`src/rtl/escalonador_bluetooth.sv`:
```
// Scheduler between the control unit and the sensor/Bluetooth datapath: sample tick,
// rain-sensor debounce, UART status frame (letra, CR, LF) and timed Bluetooth reset pulse.
module escalonador_bluetooth #(
  parameter int PERIODO_AMOSTRA = 50000000,
  parameter int DEBOUNCE        = 4,
  parameter int RESET_CICLOS    = 1000
) (
  input  logic       clk,
  input  logic       reset,
  input  logic       flag_ler,
  input  logic       enable_blue,
  input  logic       reset_blue,
  input  logic [7:0] letra,
  input  logic       sensor_in,
  input  logic       tx_ready,
  output logic       tx_valid,
  output logic [7:0] tx_data,
  output logic       saida_buffer,
  output logic       bt_reset_n,
  output logic       ocupado,
  output logic       overrun
);

  localparam int TW = $clog2(PERIODO_AMOSTRA);
  localparam int DW = $clog2(DEBOUNCE + 1);
  localparam int RW = $clog2(RESET_CICLOS + 1);
  localparam logic [TW-1:0] TICK_MAX = TW'(PERIODO_AMOSTRA - 1);
  localparam logic [DW-1:0] DEB_MAX  = DW'(DEBOUNCE);
  localparam logic [RW-1:0] RST_MAX  = RW'(RESET_CICLOS - 1);

  typedef enum logic [2:0] {IDLE, TX_CHAR, TX_CR, TX_LF, BT_RESET} state_t;

  // Handshake: a byte transfers on every rising clk edge where tx_valid && tx_ready;
  // tx_valid and tx_data are held unchanged until that edge.

  state_t          state, state_n;
  logic [TW-1:0]   tick_cnt;
  logic            tick;
  logic            sync_q1, sync_q2;
  logic            cand;
  logic [DW-1:0]   deb_cnt, deb_inc;
  logic            rb_q, pend_q, rise;
  logic [RW-1:0]   bt_cnt;
  logic [7:0]      letra_q;
  logic            start_frame, take_reset;

  assign tick    = (tick_cnt == TICK_MAX);
  assign deb_inc = deb_cnt + DW'(1);
  assign rise    = reset_blue & ~rb_q;

  always_ff @(posedge clk) begin
    if (reset) begin
      tick_cnt <= '0;
      sync_q1  <= 1'b1;
      sync_q2  <= 1'b1;
    end else begin
      tick_cnt <= tick ? '0 : tick_cnt + TW'(1);
      sync_q1  <= sensor_in;
      sync_q2  <= sync_q1;
    end
  end

  // Count saturates at DEBOUNCE; once there, saida_buffer already equals cand.
  always_ff @(posedge clk) begin
    if (reset) begin
      cand         <= 1'b1;
      deb_cnt      <= '0;
      saida_buffer <= 1'b1;
    end else if (tick && flag_ler) begin
      if (sync_q2 == cand) begin
        if (deb_cnt != DEB_MAX) begin
          deb_cnt <= deb_inc;
          if (deb_inc == DEB_MAX) saida_buffer <= cand;
        end
      end else begin
        cand    <= sync_q2;
        deb_cnt <= DW'(1);
        if (DW'(1) == DEB_MAX) saida_buffer <= sync_q2;
      end
    end
  end

  always_comb begin
    state_n     = state;
    start_frame = 1'b0;
    take_reset  = 1'b0;
    case (state)
      IDLE: begin
        if (pend_q) begin
          state_n    = BT_RESET;
          take_reset = 1'b1;
        end else if (tick && enable_blue) begin
          state_n     = TX_CHAR;
          start_frame = 1'b1;
        end
      end
      TX_CHAR:  if (tx_ready) state_n = TX_CR;
      TX_CR:    if (tx_ready) state_n = TX_LF;
      TX_LF:    if (tx_ready) state_n = IDLE;
      BT_RESET: if (bt_cnt == RST_MAX) state_n = IDLE;
      default:  state_n = IDLE;
    endcase
  end

  always_ff @(posedge clk) begin
    if (reset) begin
      state   <= IDLE;
      ocupado <= 1'b0;
      letra_q <= 8'h00;
      bt_cnt  <= '0;
      rb_q    <= 1'b0;
      pend_q  <= 1'b0;
      overrun <= 1'b0;
    end else begin
      state   <= state_n;
      ocupado <= (state_n != IDLE);
      rb_q    <= reset_blue;
      if (start_frame) letra_q <= letra;
      bt_cnt  <= (state == BT_RESET) ? bt_cnt + RW'(1) : '0;
      // Taking the request wins over a coincident edge; edges are ignored while pending or resetting.
      if (take_reset)
        pend_q <= 1'b0;
      else if (rise && state != BT_RESET)
        pend_q <= 1'b1;
      if (tick && enable_blue && (state != IDLE || pend_q))
        overrun <= 1'b1;
    end
  end

  always_comb begin
    tx_valid = 1'b0;
    tx_data  = 8'h00;
    case (state)
      TX_CHAR: begin tx_valid = 1'b1; tx_data = letra_q; end
      TX_CR:   begin tx_valid = 1'b1; tx_data = 8'h0D;   end
      TX_LF:   begin tx_valid = 1'b1; tx_data = 8'h0A;   end
      default: begin tx_valid = 1'b0; tx_data = 8'h00;   end
    endcase
  end

  assign bt_reset_n = (state != BT_RESET);

endmodule

```
`config.mk`:
```
export PLATFORM = sky130hd
export DESIGN_NAME = escalonador_bluetooth
export DESIGN_NICKNAME = d
export VERILOG_FILES = /design/src/rtl/escalonador_bluetooth.sv
export SDC_FILE = /design/constraint.sdc
export NUM_CORES = 1
export LEC_CHECK = 0
export ABC_CLOCK_PERIOD_IN_PS = 2400
export CORE_ASPECT_RATIO = 0.8
export CORE_UTILIZATION = 53
export CTS_CLUSTER_SIZE = 25
export DETAILED_ROUTE_END_ITERATION = 10
export GPL_TIMING_DRIVEN = 0
export PLACE_DENSITY = 0.8
export SLEW_MARGIN = 20
export SYNTH_ARGS = -nofsm -noshare
export SYNTH_HDL_FRONTEND = slang
export SYNTH_SLANG_ARGS = --single-unit
```
`constraint.sdc`:
```
create_clock -name clk -period 2.4 [get_ports clk]
set_clock_uncertainty 0.15 [all_clocks]
set_input_delay 0.36 -clock clk [delete_from_list [all_inputs] [get_ports clk]]
set_output_delay 0.36 -clock clk [all_outputs]
set_load 0.005 [all_outputs]
```
==> results of run 1 <==
-- cell type report --
| type | instances | area (µm²) |
|---|---|---|
| clock buffers | 10 | 137.6 |
| clock inverters | 5 | 55.05 |
| plain buffers | 15 | 80.08 |
| fillers | 414 | 1665 |
| flip-flops and latches | 58 | 1165 |
| multi-input cells | 235 | 1504 |
| inverters | 14 | 52.55 |
| well taps | 62 | 77.57 |
| repair buffers | 27 | 270.3 |
-- metal layers --
| metal | global-route usage | routed length (µm) |
|---|---|---|
| met1 | 0.3072 | 2931 |
| met2 | 0.3627 | 2740 |
| met3 | 0.07123 | 269 |
| met4 | 0.08836 | 40 |
| met5 | 0 | 0 |
-- flip-flops by register name, summed over array words and instances, names as in the netlist --
| register | cells |
|---|---|
| letra_q | 8 |
| tick_cnt | 26 |
| ocupado | 1 |
| rb_q | 1 |
| pend_q | 1 |
| overrun | 1 |
| deb_cnt | 3 |
| sync_q2 | 1 |
| bt_cnt | 10 |
| cand | 1 |
| state | 3 |
| saida_buffer | 1 |
| sync_q1 | 1 |
-- logic make-up after synthesis --
family | count (synthesis) | share of synthesized area
simple gates | 146 | 0.2985
compound gates | 61 | 0.1384
flops | 58 | 0.4197
buf+inv | 30 | 0.04749
xor+xnor | 22 | 0.06965
fa+ha+maj | 5 | 0.02261
mux | 1 | 0.003618
-- where the power goes --
part           leakage, µW  total (µW)  switching, µW  internal (µW)
sequential        0.000470         986           10.8            975
clock            0.0000941         873            375            497
combinational     0.000569         104           56.4           47.4
-- critical path: stages, from the launching register on --
cell and delay [ns]:
dfxtp_4 0.39, nor2b_2 0.19, nor2b_2 0.20, and2_1 0.14
clkdlybuf4s50_1 0.49
-- synth_stat cells (all sizes together) (5+ instances only) --
cell type / instances / area share
xor2: 7 / 0.022
clkbuf: 9 / 0.012
buf: 7 / 0.016
or4: 7 / 0.022
nand3: 14 / 0.025
nand2: 16 / 0.022
o21ai: 7 / 0.013
nor2: 37 / 0.050
nor3: 10 / 0.018
dfxtp: 58 / 0.42
ha: 5 / 0.023
and2: 6 / 0.014
or2: 5 / 0.011
or3: 10 / 0.024
inv: 14 / 0.019
a21oi: 28 / 0.051
o31ai: 13 / 0.035
xnor2: 15 / 0.047
nor4: 5 / 0.014
nand4: 18 / 0.046
-- how the worst max path moves through the flow --
stage	start	end	slack, ns	cells past startpoint
2_1_floorplan	tick_cnt[0]$_SDFF_PP0_	saida_buffer$_SDFFE_PP1P_	0.29	6
3_3_place_gp	tick_cnt[0]$_SDFF_PP0_	tick_cnt[4]$_SDFF_PP0_	-0.20	7
3_5_place_dp	tick_cnt[0]$_SDFF_PP0_	tick_cnt[4]$_SDFF_PP0_	-0.26	7
4_1_cts	state[0]$_SDFF_PP0_	tx_data[4]	0.01	4
5_1_grt	tick_cnt[0]$_SDFF_PP0_	tick_cnt[24]$_SDFF_PP0_	0.02	6
6_report	state[0]$_SDFF_PP0_	tx_data[7]	0.15	4
-- stage by stage --
stage,worst slack (ns),setup TNS (ns),utilization
global placement,-0.1951,-3.070,0.6219
floorplan,0.2897,0,-
finish,0.1455,0,0.6674
global route,0.02006,0,0.6674
detailed placement,-0.2596,-3.864,0.6219
CTS,0.01118,0,0.6632
==> out/summary.log, run 1 <==
[cts] Clk pin slew, worst setup/hold paths 0.06 ns
[synth] async set-reset flop share out of synthesis 0
[synth] commonest register cell after synthesis dfxtp_1
[die] initial core utilization 0.5525
[cells_and_area] most frequent standard cell in the layout excluding fill and tap cells dfxtp_1
[routing] detailed router's first-iteration violation count 117
[routing] post-detailed-routing wire length 5982 µm
[cells_and_area] ratio of cells with drive above 1 in the final layout 0.1236
[routing] first-pass iteration count of the detailed router 4
[worst_setup_path] worst reg2reg endpoint tick_cnt[24]$_SDFF_PP0_
[synth] number of unique standard cell types used by synthesis 45
[synth] cell area after technology mapping 2766 µm²
[cts] clock tree from TritonCTS built
[placement] global placement routability congestion 0.8001
[placement] dpl hpwl 4116 µm
[worst_setup_path] kind of critical path reg2out
[cts] cell chosen for the clock root clkbuf_8
[cells_and_area] growth of design area from synthesis to finish 20.81%
[placement] number of cells after detailed placement 412
[outcome] outcome complete, no violations
[power] leakage component of the power 0.001133 µW
[timing] highest clock rate 0.4436 GHz
[grt] aggregate global-route resource usage 0.2355
[grt] pin count of the biggest net entering global routing 11
[cells_and_area] most frequent cells in the layout 57 x dfxtp_1, 37 x nor2_1, 28 x a21oi_1
[cts] CTS H-tree depth 3
[routing] count of antenna-violating nets left after detailed routing 0
[worst_setup_path] required time worst endpoint 1.89 ns
[hold_path] number of stages on the worst hold path 1
[routing] routed wire length per instance 14.04 µm
[synth] cells after synthesis 323
[die] die outline area 5514 µm²
[routing] routed vias 2,467
[cells_and_area] fin nets 380
[worst_setup_path] Critical Path Fanout Max 10
[die] area inside the core boundary 5007 µm²
[synth] post-synthesis net count 343
[cts] insertion delay to the later sink of the worst-skew pair 0.33 ns
[power] VDD IR max 0.4695 mV
[hold_path] end of the worst hold path sync_q2$_SDFF_PP1_
[run] max-cap violations 0
[timing] time the final worst path needs with I/O delays and setup 2.254 ns
[die] width of the die 82.78 µm
[cts] TritonCTS Buffers 9
[worst_setup_path] reg-to-reg slack, setup 0.15 ns
[cts] Max Buffers Root-to-Sink 2
[cts] number of clock sinks 58
[cts] hold bufs inserted after CTS 0
[cts] number of buffers inserted by post-CTS setup repair 0
[grt] first-pass GRT wire length 9701 µm
[cells_and_area] Diodes inserted 0
[timing] Setup violations, final 0
[timing] relative slew slack 0.6482
[synth] number of warnings issued by yosys 0
[routing] vias per std cell 5.791
[worst_setup_path] arrival time at the worst endpoint 1.74 ns
[grt] GRT overflow 0
[synth] register bit total from synthesis 58
[synth] sequential cell area fraction in the yosys report 0.4197
[routing] Post-route DRC 0
[hold_path] beginning of the worst hold path sync_q1$_SDFF_PP1_
[worst_setup_path] element type at the critical path end primary output
[timing] part of the cycle the worst path needs 0.9394
[hold_path] Hold Crit Class reg2reg
[placement] number of buffers inserted by port buffering 27
[grt] initial antenna violation count 0
[worst_setup_path] reg-to-reg startpoint tick_cnt[0]$_SDFF_PP0_
[timing] number of endpoints with negative hold slack in the final report 0
[cells_and_area] finished layout cell area 3342 µm²
[die] Die Ht 66.62 µm
[die] number of top-level pins 28
[cells_and_area] filler-free cell count of the finished design 426
[grt] via count of the first global-routing pass 2,184
[die] number of placement rows 23
[timing] unrepaired setup endpoints after global routing false
[synth] syn avg cell area 8.565 µm²
[worst_setup_path] launching element type of the critical path register
[cts] post_cts resized 5
[timing] Worst Max-Slew Pin Slew 0.5249 ns
[synth] Post-synth EDFFs 0
[power] total power 1962 µW
[power] power per cell area 587.1 nW/µm²
[timing] worst hold slack across all endpoints 0.2644 ns
[timing] fin. max-slew vios 0
[placement] DP Area 3114 µm²
[worst_setup_path] length in cells of the worst reg-to-reg path 6
No activity file was read; power rests on OpenSTA's default activity.
==> inputs of run 2 (changes only) <==
CELL_PAD_IN_SITES_DETAIL_PLACEMENT = 1   (was not set)
CELL_PAD_IN_SITES_GLOBAL_PLACEMENT = 1   (was not set)
CORE_UTILIZATION = 43   (was 53)
PLACE_DENSITY = 0.84   (was 0.8)
TNS_END_PERCENT = 20   (was not set)
==> out/summary.log, run 2 (same netlist as run 1, synthesis figures left out) <==
[timing] number of endpoints with negative hold slack in the final report 0 [unchanged]
[placement] global placement routability congestion 0.7788 [-2.7%]
[power] leakage component of the power 0.001162 µW [+2.6%]
[die] number of placement rows 25 [+8.7%]
[cts] insertion delay to the later sink of the worst-skew pair 0.34 ns [about the same]
[timing] time the final worst path needs with I/O delays and setup 2.276 ns [+0.02114 ns]
[cells_and_area] Filler cells 751 [+81%]
[die] Die Ht 73.74 µm [+11%]
[run] max-cap violations 0 [unchanged]
[grt] initial antenna violation count 0 [unchanged]
[cts] TritonCTS Buffers 9 [unchanged]
[routing] detailed router's first-iteration violation count 116 [-0.85%]
[placement] worst slack at placement -0.3508 ns [-0.09117 ns]
[routing] Post-route DRC 0 [unchanged]
[cells_and_area] most frequent cells in the layout 56 x dfxtp_1, 37 x nor2_1, 28 x a21oi_1
[cells_and_area] filler-free cell count of the finished design 448 [+5.2%]
[grt] met3 GRT Util 0.07660 [+0.005372]
[die] initial core utilization 0.4559 [-0.09660]
[cells_and_area] largest registers tick_cnt x26, bt_cnt x10, letra_q x8
[die] number of top-level pins 28 [unchanged]
[timing] fin. max-slew vios 0 [unchanged]
[worst_setup_path] arrival time at the worst endpoint 2.40 ns [+0.66 ns]
[cells_and_area] most frequent standard cell in the layout excluding fill and tap cells dfxtp_1
[timing] part of the cycle the worst path needs 0.9482 [+0.008809]
[cts] cell chosen for the clock root clkbuf_8
[routing] first-pass iteration count of the detailed router 6 [+2]
[worst_setup_path] kind of critical path reg2reg
[cts] clock tree from TritonCTS built
[cells_and_area] max reg flops 26 [unchanged]
[timing] highest clock rate 0.4394 GHz [-0.93%]
[timing] final setup slack of the worst path 0.1244 ns [-0.02114 ns]
[cts] CTS H-tree depth 3 [unchanged]
[worst_setup_path] element type at the critical path end register
[cells_and_area] largest reg by FF count tick_cnt
[grt] via count of the first global-routing pass 2,450 [+12%]
[worst_setup_path] largest stage delay on the critical path 0.56 ns [+0.07 ns]
[cts] Max Buffers Root-to-Sink 2 [unchanged]
[cells_and_area] growth of design area from synthesis to finish 24.88%
[cells_and_area] final core utilization 0.5693 [-0.09814]
[grt] met1 track utilization from global routing 0.2820 [-0.02524]
[routing] count of antenna-violating nets left after detailed routing 0 [unchanged]
[timing] relative slew slack 0.6514 [+0.003207]
[grt] first-pass GRT wire length 12,100 µm [+25%]
[timing] setup_tns 0 ns [unchanged]
[power] power per cell area 668.6 nW/µm² [+14%]
[cts] number of clock sinks 58 [unchanged]
[cells_and_area] Diodes inserted 0 [unchanged]
[cells_and_area] ratio of cells with drive above 1 in the final layout 0.1362 [+0.01261]
[grt] GRT overflow 0 [unchanged]
[placement] DP Area 3138 µm² [+0.76%]
[placement] number of buffers inserted by port buffering 27 [unchanged]
[routing] vias per std cell 5.627 [-2.8%]
[grt] pin count of the biggest net entering global routing 12 [+1]
[grt] met2 global-route usage 0.4177 [+0.05501]
[cells_and_area] finished layout cell area 3455 µm² [+3.4%]
[cts] Clk pin slew, worst setup/hold paths 0.07 ns [about the same]
[timing] unrepaired setup endpoints after global routing false
[timing] Worst Max-Slew Pin Slew 0.5201 ns [-0.004785 ns]
[timing] Setup violations, final 0 [unchanged]
[outcome] outcome complete, no violations
[power] VDD IR max 0.3592 mV [-24%]
[die] area inside the core boundary 6068 µm² [+21%]
[die] width of the die 91.68 µm [+11%]
[grt] aggregate global-route resource usage 0.2383 [+0.002789]
[die] die outline area 6760 µm² [+23%]
[worst_setup_path] Worst path slowest cell or4_4
[placement] number of cells after detailed placement 431 [+4.6%]
[routing] routed vias 2,521 [+2.2%]
[routing] routed wire length per instance 16.73 µm [+19%]
[worst_setup_path] Critical Path Fanout Max 10 [unchanged]
[placement] dpl hpwl 4979 µm [+21%]
[worst_setup_path] required time worst endpoint 2.52 ns [+0.63 ns]
[hold_path] Hold Crit Class reg2reg
[cells_and_area] fin nets 382 [+0.53%]
[worst_setup_path] reg-to-reg slack, setup 0.12 ns [-0.02 ns]
[grt] Top Usage Layer GRT met2
[worst_setup_path] series of cell instances along the critical path ha_1 -> nand3_1 -> or4_4 -> buf_6 -> or4_1 -> a21oi_1
[routing] post-detailed-routing wire length 7496 µm [+25%]
[worst_setup_path] launching element type of the critical path register
[cts] hold bufs inserted after CTS 0 [unchanged]
-- run 2: report_power, final --
part           total [µW]  switching [µW]  leakage [µW]  internal [µW]
Sequential            985            11.2      0.000470            974
Combinational         108            59.6      0.000562           47.9
Clock                1220             422      0.000129            794
Total                2310             493       0.00116           1820
-- run 2: area by class of cell --
| cell class | instances | area (µm²) | area share |
|---|---|---|---|
| sequential | 58 | 1166 | 0.3376 |
| clock buffer | 9 | 123.9 | 0.03586 |
| multi-input combinational | 235 | 1504 | 0.4353 |
| buffer | 15 | 80.08 | 0.02318 |
| clock inverter | 7 | 141.4 | 0.04093 |
| inverter | 14 | 52.55 | 0.01521 |
| tap | 81 | 101.3 | 0.02934 |
| timing repair buffer | 29 | 285.3 | 0.08258 |
-- run 2: worst max-delay path, delay by kind of cell, from the launching register on --
| family | cells | cell delay, ns |
|---|---|---|
| AOI/OAI and AO/OA | 1 | 0.16 |
| DFF | 1 | 0.38 |
| and+or+nand+nor | 3 | 1.15 |
| adders and majority gates | 1 | 0.20 |
| buffers and inverters | 1 | 0.16 |
-- run 2: timing repair --
item / 4_1_cts / 5_1_grt
buffers inserted: 0 / 2
pin swaps: 0 / 1
endpoints found under the setup margin: 27 / 34
gates resized for setup: 7 / 9
-- run 2: final timing paths --
kind                          start                 endpoint  cells after the start
min reg2reg      sync_q1$_SDFF_PP1_       sync_q2$_SDFF_PP1_                      1
max reg2reg  tick_cnt[0]$_SDFF_PP0_  tick_cnt[24]$_SDFF_PP0_                      6
max          tick_cnt[0]$_SDFF_PP0_  tick_cnt[24]$_SDFF_PP0_                      6
min              sync_q1$_SDFF_PP1_       sync_q2$_SDFF_PP1_                      1
-- run 2: per-layer routing --
layer	vias up	wire, µm
met2	40	3700
met1	1237	3464
met4	0	70
li1	1237	-
met3	7	259
met5	-	0
-- run 2: metrics by stage --
stage	hold slack, ns	total power (µW)
2_1_floorplan	0.2395	1058
3_3_place_gp	0.2450	1109
3_5_place_dp	0.2523	1113
4_1_cts	0.2797	2325
5_1_grt	0.2880	2375
6_report	0.2728	2310
==> inputs of run 3 (changes only) <==
PLACE_DENSITY = 0.85   (was 0.84)
RECOVER_POWER = 100   (was not set)
==> out/summary.log, run 3 (same netlist as run 1, synthesis figures left out) <==
[placement] number of cells after detailed placement 431 [unchanged]
[hold_path] end of the worst hold path sync_q2$_SDFF_PP1_
[routing] WL met3 310 µm [+20%]
[grt] via count of the first global-routing pass 2,552 [+4.2%]
[timing] fin. max-slew vios 0 [unchanged]
[routing] top metal layer carrying routed signals met4
[cells_and_area] filler-free cell count of the finished design 446 [-0.45%]
[placement] global placement routability congestion 0.7796 [+0.10%]
[outcome] outcome complete, no violations
[cells_and_area] growth of design area from synthesis to finish 21.53%
[cts] TritonCTS Buffers 9 [unchanged]
[grt] initial antenna violation count 0 [unchanged]
[routing] first-pass iteration count of the detailed router 4 [-2]
[cts] hold bufs inserted after CTS 0 [unchanged]
[worst_setup_path] most numerous cell on the critical path nor2b_2
[hold_path] beginning of the worst hold path sync_q1$_SDFF_PP1_
[routing] Met2 Routed Length 3524 µm [-4.8%]
[die] width of the die 91.68 µm [unchanged]
[die] Die Ht 73.74 µm [unchanged]
[timing] Worst Max-Slew Pin Slew 0.6072 ns [+0.08717 ns]
[grt] aggregate global-route resource usage 0.2317 [-0.006584]
[worst_setup_path] arrival time at the worst endpoint 1.78 ns [-0.62 ns]
[power] total power 1966 µW [-15%]
[worst_setup_path] length in cells of the worst reg-to-reg path 7 [+1]
[worst_setup_path] reg-to-reg startpoint tick_cnt[0]$_SDFF_PP0_
[worst_setup_path] series of cell instances along the critical path nor2b_2 -> nor2b_2 -> and2_1 -> clkdlybuf4s50_1
[cells_and_area] most frequent cells in the layout 56 x dfxtp_1, 37 x nor2_1, 28 x a21oi_1
[power] leakage component of the power 0.001138 µW [-2.0%]
[cts] number of clock sinks 58 [unchanged]
[timing] worst hold slack across all endpoints 0.2653 ns [-0.007434 ns]
[worst_setup_path] element type at the critical path end primary output
[timing] Setup violations, final 0 [unchanged]
[timing] highest clock rate 0.4363 GHz [-0.71%]
[cells_and_area] largest reg by FF count tick_cnt
[timing] time the final worst path needs with I/O delays and setup 2.292 ns [+0.01618 ns]
[run] max-cap violations 0 [unchanged]
[cts] CTS H-tree depth 3 [unchanged]
[die] die outline area 6760 µm² [unchanged]
[cells_and_area] max reg flops 26 [unchanged]
[cells_and_area] Diodes inserted 0 [unchanged]
[cells_and_area] largest registers tick_cnt x26, bt_cnt x10, letra_q x8
[die] initial core utilization 0.4559 [unchanged]
[cts] Clk pin slew, worst setup/hold paths 0.07 ns [about the same]
[power] VDD IR max 0.3523 mV [-1.9%]
[routing] detailed router's first-iteration violation count 86 [-26%]
[grt] pin count of the biggest net entering global routing 11 [-1]
[hold_path] number of stages on the worst hold path 1 [unchanged]
[timing] part of the cycle the worst path needs 0.9549 [+0.006742]
[routing] vias per std cell 5.729 [+1.8%]
[cells_and_area] Filler cells 732 [-2.5%]
[grt] GRT overflow 0 [unchanged]
[routing] met1 WL 3379 µm [-2.5%]
[worst_setup_path] Worst path slowest cell clkdlybuf4s50_1
[placement] number of buffers inserted by port buffering 27 [unchanged]
[routing] routed wire length per instance 16.40 µm [-2.0%]
[timing] unrepaired setup endpoints after global routing true
[worst_setup_path] reg-to-reg slack, setup 0.11 ns [-0.02 ns]
[cts] Max Buffers Root-to-Sink 2 [unchanged]
[die] number of top-level pins 28 [unchanged]
[timing] number of endpoints with negative hold slack in the final report 0 [unchanged]
[cells_and_area] finished layout cell area 3362 µm² [-2.7%]
[cts] cell chosen for the clock root clkbuf_8
[cells_and_area] most frequent standard cell in the layout excluding fill and tap cells dfxtp_1
[cells_and_area] ratio of cells with drive above 1 in the final layout 0.1288 [-0.007473]
[worst_setup_path] worst reg2reg endpoint letra_q[0]$_SDFFE_PP0P_
[worst_setup_path] launching element type of the critical path register
[hold_path] Hold Crit Class reg2reg
[routing] Post-route DRC 0 [unchanged]
[power] power per cell area 584.7 nW/µm² [-13%]
[placement] DP Area 3138 µm² [unchanged]
[routing] count of antenna-violating nets left after detailed routing 0 [unchanged]
[timing] setup_tns 0 ns [unchanged]
[placement] dpl hpwl 5140 µm [+3.2%]
[timing] relative slew slack 0.5930 [-0.05843]
[die] area inside the core boundary 6068 µm² [unchanged]
[worst_setup_path] kind of critical path reg2out
[grt] first-pass GRT wire length 12,100 µm [about the same]
[worst_setup_path] required time worst endpoint 1.89 ns [-0.63 ns]
[worst_setup_path] largest stage delay on the critical path 0.49 ns [-0.07 ns]
[cts] number of buffers inserted by post-CTS setup repair 0 [unchanged]
[cts] clock tree from TritonCTS built
[die] number of placement rows 25 [unchanged]
[routing] routed vias 2,555 [+1.3%]
[worst_setup_path] Critical Path Fanout Max 10 [unchanged]
[cts] insertion delay to the later sink of the worst-skew pair 0.35 ns [about the same]
[cells_and_area] fin nets 380 [-0.52%]
[routing] post-detailed-routing wire length 7313 µm [-2.4%]
## run 3: cell count changes in the layout (fill, tap and decap cells not counted), sizes merged
cell           previous run  this run
clkdlybuf4s50            27        23
dlygate4sd3               0         4
bufinv                    4         1
clkinv                    2         4
buf                       9         8
## run 3: power by group
group | total [µW] | internal [µW] | switching (µW) | leakage [µW]
Clock | 872 | 471 | 401 | 0.0000958
Combinational | 108 | 46.4 | 61.3 | 0.000572
Sequential | 986 | 975 | 11.1 | 0.000470
## run 3: area by class of cell
type / count / area (µm²) / area share
Multi-Input combinational cell: 235 / 1506 / 0.4481
Clock inverter: 6 / 57.56 / 0.01712
Sequential cell: 58 / 1166 / 0.3469
Clock buffer: 10 / 127.6 / 0.03796
Timing Repair Buffer: 27 / 270.3 / 0.08039
Buffer: 15 / 80.08 / 0.02382
Tap cell: 81 / 101.3 / 0.03015
Inverter: 14 / 52.55 / 0.01563
## run 3: what timing repair did
| action | 4_1_cts | 5_1_grt |
|---|---|---|
| hold endpoints to repair | 0 | 0 |
| setup endpoints to repair | 29 | 35 |
| resized for setup | 8 | 8 |
## run 3: worst max-delay path by stage
stage	start	end	slack [ns]	cells after the start
2_1_floorplan	tick_cnt[0]$_SDFF_PP0_	saida_buffer$_SDFFE_PP1P_	0.29	6
4_1_cts	tick_cnt[0]$_SDFF_PP0_	tick_cnt[22]$_SDFF_PP0_	-0.003	7
5_1_grt	tick_cnt[0]$_SDFF_PP0_	letra_q[0]$_SDFFE_PP0P_	0.005	7
6_report	state[0]$_SDFF_PP0_	tx_data[7]	0.11	4
3_5_place_dp	tick_cnt[0]$_SDFF_PP0_	tick_cnt[4]$_SDFF_PP0_	-0.31	7
3_3_place_gp	tick_cnt[0]$_SDFF_PP0_	tick_cnt[5]$_SDFF_PP0_	-0.24	7
## run 3: metrics by stage
stage | util | setup WS, ns
floorplan | - | 0.2897
global placement | 0.5171 | -0.2424
detailed placement | 0.5171 | -0.3146
CTS | 0.5513 | -0.002850
global route | 0.5540 | 0.004864
finish | 0.5540 | 0.1082
## run 3: worst max-delay path, delay by kind of cell (launching register included)
family                 cells  cell delay (ns)
and+or+nand+nor            3             0.54
buffers and inverters      1             0.49
DFF                        1             0.40
## run 3: layer usage
metal  vias to the layer above  track usage
li1                       1243            -
met1                      1250       0.2818
met2                        51       0.4027
met3                        11      0.05590
met4                         0      0.08466
met5                         -            0
